**config.mk**
```make
export PLATFORM = sky130hd
export DESIGN_NAME = alu_arbiter
export DESIGN_NICKNAME = d
export VERILOG_FILES = /design/src/rtl/definitions_pkg.sv /design/src/rtl/alu_arbiter.sv
export SDC_FILE = /design/constraint.sdc
export NUM_CORES = 1
export LEC_CHECK = 0
export BUFFER_PORTS_ARGS = -buffer_cell sky130_fd_sc_hd__buf_2
export CAP_MARGIN = 10
export CORE_UTILIZATION = 44
export CTS_CLUSTER_SIZE = 20
export DETAILED_ROUTE_END_ITERATION = 7
export PLACE_DENSITY_LB_ADDON = 0.1
export SYNTH_ARGS = -nofsm -noshare
export SYNTH_HDL_FRONTEND = slang
export SYNTH_SLANG_ARGS = --single-unit
```
**constraint.sdc**
```tcl
create_clock -name clk -period 2.08 [get_ports clk]
set_clock_uncertainty 0.05 [all_clocks]
set_input_delay 0.104 -clock clk [delete_from_list [all_inputs] [get_ports clk]]
set_output_delay 0.104 -clock clk [all_outputs]
set_load 0.005 [all_outputs]
```
**src/rtl/definitions_pkg.sv**
```systemverilog
`default_nettype none
// +--------------------------------------------------------------------------+
// | Package     : definitions_pkg                                            |
// | Description : Shared type definitions, including the ALU operation enum. |
// | Revision    : 1.0 - initial release                                      |
// +--------------------------------------------------------------------------+
package definitions_pkg;

  typedef enum logic [3:0] {
    ALU_ADD  = 4'd0,
    ALU_SUB  = 4'd1,
    ALU_SLL  = 4'd2,
    ALU_SLT  = 4'd3,
    ALU_SLTU = 4'd4,
    ALU_XOR  = 4'd5,
    ALU_SRL  = 4'd6,
    ALU_SRA  = 4'd7,
    ALU_OR   = 4'd8,
    ALU_AND  = 4'd9,
    ALU_LUI  = 4'd10
  } alu_e;

endpackage
`default_nettype wire

```
**src/rtl/alu_arbiter.sv**
```systemverilog
`default_nettype none
// +--------------------------------------------------------------------------+
// | Module      : alu_arbiter                                                |
// | Description : Shares one combinational ALU between N_REQ requesters via  |
// |               an issue register and a response register. Round-robin by  |
// |               default; define ALU_ARB_FIXED_PRIO_EN for fixed priority   |
// |               (lowest index wins).                                       |
// | Revision    : 1.0 - initial release                                      |
// +--------------------------------------------------------------------------+
module alu_arbiter
  import definitions_pkg::*;
#(
  parameter int N_REQ = 2,
  parameter int XLEN  = 32
) (
  input  logic                  clk,
  input  logic                  rst_n,
  input  logic [N_REQ-1:0]      i_req_valid,
  output logic [N_REQ-1:0]      o_req_ready,
  input  logic [N_REQ*XLEN-1:0] i_req_a,
  input  logic [N_REQ*XLEN-1:0] i_req_b,
  input  alu_e                  i_req_sel [N_REQ],
  output logic [N_REQ-1:0]      o_rsp_valid,
  input  logic [N_REQ-1:0]      i_rsp_ready,
  output logic [XLEN-1:0]       o_rsp_result,
  output logic [XLEN-1:0]       o_alu_a,
  output logic [XLEN-1:0]       o_alu_b,
  output alu_e                  o_alu_sel,
  input  logic [XLEN-1:0]       i_alu_result
);

  localparam int               c_idw = (N_REQ > 1) ? $clog2(N_REQ) : 1;
  localparam logic [N_REQ-1:0] c_one = {{(N_REQ-1){1'b0}}, 1'b1};

  logic             r_s1_valid;
  logic [XLEN-1:0]  r_s1_a;
  logic [XLEN-1:0]  r_s1_b;
  alu_e             r_s1_sel;
  logic [c_idw-1:0] r_s1_id;
  logic             r_s2_valid;
  logic [XLEN-1:0]  r_s2_result;
  logic [c_idw-1:0] r_s2_id;

  logic             w_s2_free;
  logic             w_s1_adv;
  logic             w_accept;
  logic             w_gnt_vld;
  logic [c_idw-1:0] w_gnt_id;
  logic             w_take;

  assign w_s2_free = !r_s2_valid || i_rsp_ready[r_s2_id];
  assign w_s1_adv  = r_s1_valid && w_s2_free;
  assign w_accept  = !r_s1_valid || w_s1_adv;
  // rst_n term keeps every req_ready low while reset is held.
  assign w_take    = rst_n && w_accept && w_gnt_vld;

  assign o_req_ready  = w_take ? (c_one << w_gnt_id) : '0;
  assign o_rsp_valid  = r_s2_valid ? (c_one << r_s2_id) : '0;
  assign o_rsp_result = r_s2_result;
  assign o_alu_a      = r_s1_a;
  assign o_alu_b      = r_s1_b;
  assign o_alu_sel    = r_s1_sel;

`ifdef ALU_ARB_FIXED_PRIO_EN
  always_comb begin
    w_gnt_vld = 1'b0;
    w_gnt_id  = '0;
    for (int i = N_REQ - 1; i >= 0; i--) begin
      if (i_req_valid[c_idw'(i)]) begin
        w_gnt_vld = 1'b1;
        w_gnt_id  = c_idw'(i);
      end
    end
  end
`else
  logic [c_idw-1:0] r_rr_ptr;

  always_comb begin
    w_gnt_vld = 1'b0;
    w_gnt_id  = '0;
    // Scan farthest-first so the nearest valid index after r_rr_ptr wins.
    for (int k = N_REQ; k >= 1; k--) begin
      if (i_req_valid[c_idw'((int'(r_rr_ptr) + k) % N_REQ)]) begin
        w_gnt_vld = 1'b1;
        w_gnt_id  = c_idw'((int'(r_rr_ptr) + k) % N_REQ);
      end
    end
  end

  always_ff @(posedge clk or negedge rst_n) begin
    if (!rst_n) begin
      r_rr_ptr <= c_idw'(N_REQ - 1);
    end else if (w_take) begin
      r_rr_ptr <= w_gnt_id;
    end
  end
`endif

  always_ff @(posedge clk or negedge rst_n) begin
    if (!rst_n) begin
      r_s1_valid  <= 1'b0;
      r_s1_a      <= '0;
      r_s1_b      <= '0;
      r_s1_sel    <= ALU_ADD;
      r_s1_id     <= '0;
      r_s2_valid  <= 1'b0;
      r_s2_result <= '0;
      r_s2_id     <= '0;
    end else begin
      if (w_s1_adv) begin
        r_s2_valid  <= 1'b1;
        r_s2_result <= i_alu_result;
        r_s2_id     <= r_s1_id;
      end else if (r_s2_valid && i_rsp_ready[r_s2_id]) begin
        r_s2_valid <= 1'b0;
      end

      // On a drain without refill the operand registers hold, so the ALU sees no toggling.
      if (w_take) begin
        r_s1_valid <= 1'b1;
        r_s1_a     <= i_req_a[w_gnt_id*XLEN +: XLEN];
        r_s1_b     <= i_req_b[w_gnt_id*XLEN +: XLEN];
        r_s1_sel   <= i_req_sel[w_gnt_id];
        r_s1_id    <= w_gnt_id;
      end else if (w_s1_adv) begin
        r_s1_valid <= 1'b0;
      end
    end
  end

endmodule
`default_nettype wire

```
==> flow_summary.ini <==
[outcome]
outcome = complete, no violations

[routing]
routed_wl_microns = 11400
met3WireLength_microns = 851
maxUsedRoutingLayer = met4
wl_met1_microns = 4270
wl_met2_microns = 6050
via_count = 3582
wl_per_cell_microns = 15.0
drc = 0
dr.pass1.iters = 4
drt_iter0_markers = 70
viasPerCell = 4.73
drtAntennaViolNets = 0

[floorplan]
start_util_pct = 46.2
die_w_microns = 107
die-area_sq_um = 11500
core_area_sq_um = 10500
rows = 37
io-pin-count = 278
die_y_microns = 107

[synthesis]
yosysSeqAreaShare_pct = 54.1
synth_edf_count = 0
ys_warn_count = 0
synth-main-ff-cell = dfrtp_1
synthTopCellsByArea = dfrtp_1, mux2_2, mux2_4
ys_async_sr_fraction_pct = 100
yosysTopAreaCell = dfrtp_1
synth_nets = 481
synth.distinct_cells = 23
synthCells = 307
synthesis.area_sq_um = 4860
ys_ff_latch = 105
netlist.area_leader.share_pct = 53.6
avgSynthCellArea_sq_um = 15.8

[power_and_ir_drop]
total_power_mw = 7.12
irDropWorstVdd_mv = 0.566
power.leakage_nw = 3.37
powerDensity_nw_per_um2 = 1030

[worst_setup_path]
critPathArrivalTime_ns = 1.80
start_kind = flip-flop
required_ns = 1.93
cp_max_fo = 33
cp-end-kind = output port
critPathKind = flip-flop to output port
ff2ff_setup_slack_ns = 0.22

[clocking]
clkTransAtPathRegs_ns = 0.09
ctsHtreeMaxLevel = 3
cts_root_buf = clkbuf_8
tritoncts = done
cts_buffer_depth = 2
clkSinkCount = 105
clkLatencyLatePin_ns = 0.35
cts_buffers = 9

[min_path]
hold_class = input port to flip-flop

[run]
drv_cap = 0

[final_layout]
fin_nets = 792
multi_input_comb_area_sq_um = 2080
postLayoutCoreUtil_pct = 65.9
syn_to_final_growth_pct = 42.6
fin_area_sq_um = 6920
antenna_cells = 0
nFillCells = 822
instances_no_fill = 758
drive_gt1_share_pct = 76.8
regArea_sq_um = 2630

[grt]
grt_pass1_wl_microns = 18000
overflow = 0
grt_pass1_vias = 3727
grt_use_total_pct = 20.2
grt_max_degree = 62
antenna_found_initial = 0

[timing]
fin_crit_ns = 1.95
relSlewSlack_pct = 51.1
setup-tns-final_ns = 0
finalHoldViolCount = 0
rsz0062_at_grt = false
worstMarginPinSlew_ns = 0.733
max_freq_mhz = 513
slew_viol_final = 0
hold_slack_ns = 0.0350
setup_viol = 0
post-route-period-util_pct = 93.8
layout_setup_ws_ns = 0.130

[placement]
dp_cells = 708
place_ws_ns = 0.225
post_dp_cell_area_sq_um = 6370
gp_congestion = 0.751
io_buffers = 276
dp_hpwl_microns = 8330
-- final timing paths --
check / startpoint / end / depth (start not counted)
min in group asynchronous: rst_n / o_rsp_result[9]$_DFFE_PN0P_ / 3
min reg2reg: o_alu_a[3]$_DFFE_PN0P_ / o_alu_a[3]$_DFFE_PN0P_ / 1
max in group asynchronous: rst_n / o_alu_a[9]$_DFFE_PN0P_ / 4
max reg2reg: r_rr_ptr$_DFFE_PN1P_ / o_alu_b[13]$_DFFE_PN0P_ / 4
min: i_req_valid[0] / r_s1_valid$_DFFE_PN0P_ / 3
max: r_s2_id$_DFFE_PN0P_ / o_req_ready[0] / 5
-- power breakdown --
group | total (mW) | leakage [nW] | internal (mW) | switching (mW)
Clock | 1.16 | 0.0895 | 0.473 | 0.683
Sequential | 3.21 | 1.22 | 2.81 | 0.397
Combinational | 2.76 | 2.06 | 1.71 | 1.05
-- worst max-delay path: stages, from the launching register on --
cell and delay [ns]:
dfrtp_2 0.45, mux2i_4 0.23, a31oi_4 0.26, buf_12 0.24, and2_1 0.15, buf_2 0.12
-- cell usage after synthesis, drive strengths merged (2+ instances only) --
| master | n |
|---|---|
| mux2i | 2 |
| and2 | 2 |
| buf | 15 |
| mux2 | 169 |
| nand2 | 2 |
| clkbuf | 3 |
| dfrtp | 104 |
-- registers in the layout, indices dropped and copies added (netlist names) --
signal and cells:
o_alu_a 32, o_alu_b 32, o_rsp_result 32, o_alu_sel 4, r_rr_ptr 1, r_s1_id 1, r_s1_valid 1, r_s2_id 1
r_s2_valid 1
-- layout make-up --
| type | instances | share of cell area [%] |
|---|---|---|
| sequential | 105 | 38.0 |
| multi-input combinational | 183 | 30.1 |
| timing repair buffer | 318 | 26.9 |
| tap | 136 | 2.46 |
| clock buffer | 10 | 1.99 |
| clock inverter | 5 | 0.560 |
| inverter | 1 | 0.0542 |
-- layer usage --
layer / track usage [%] / vias up
li1: - / 1718
met2: 37.7 / 151
met5: 0 / -
met4: 6.85 / 0
met3: 4.68 / 15
met1: 22.3 / 1698
-- timing repair --
item	4_1_cts	5_1_grt
hold buffers	33	0
setup endpoints to repair	0	2
hold endpoints to repair	92	0
gates resized for setup	0	2
setup buffers	0	1
-- cell usage in the layout, fill, tap and decap left out, types with 2 or more instances in the layout --
cell	n
buf_2	275
mux2_2	160
dfrtp_1	103
dlygate4sd3_1	33
clkbuf_8	10
mux2_4	9
buf_12	5
buf_4	4
inv_6	3
nand2_1	2
-- kinds of logic after synthesis --
kind of cell	synth area share, %
AO/OA/AOI/OAI	0.850
AND/OR/NAND/NOR	0.979
multiplexers	40.4
buffers and inverters	3.48
flip-flops	54.1
XOR/XNOR	0.180
No activity file was read; power rests on OpenSTA's default activity.
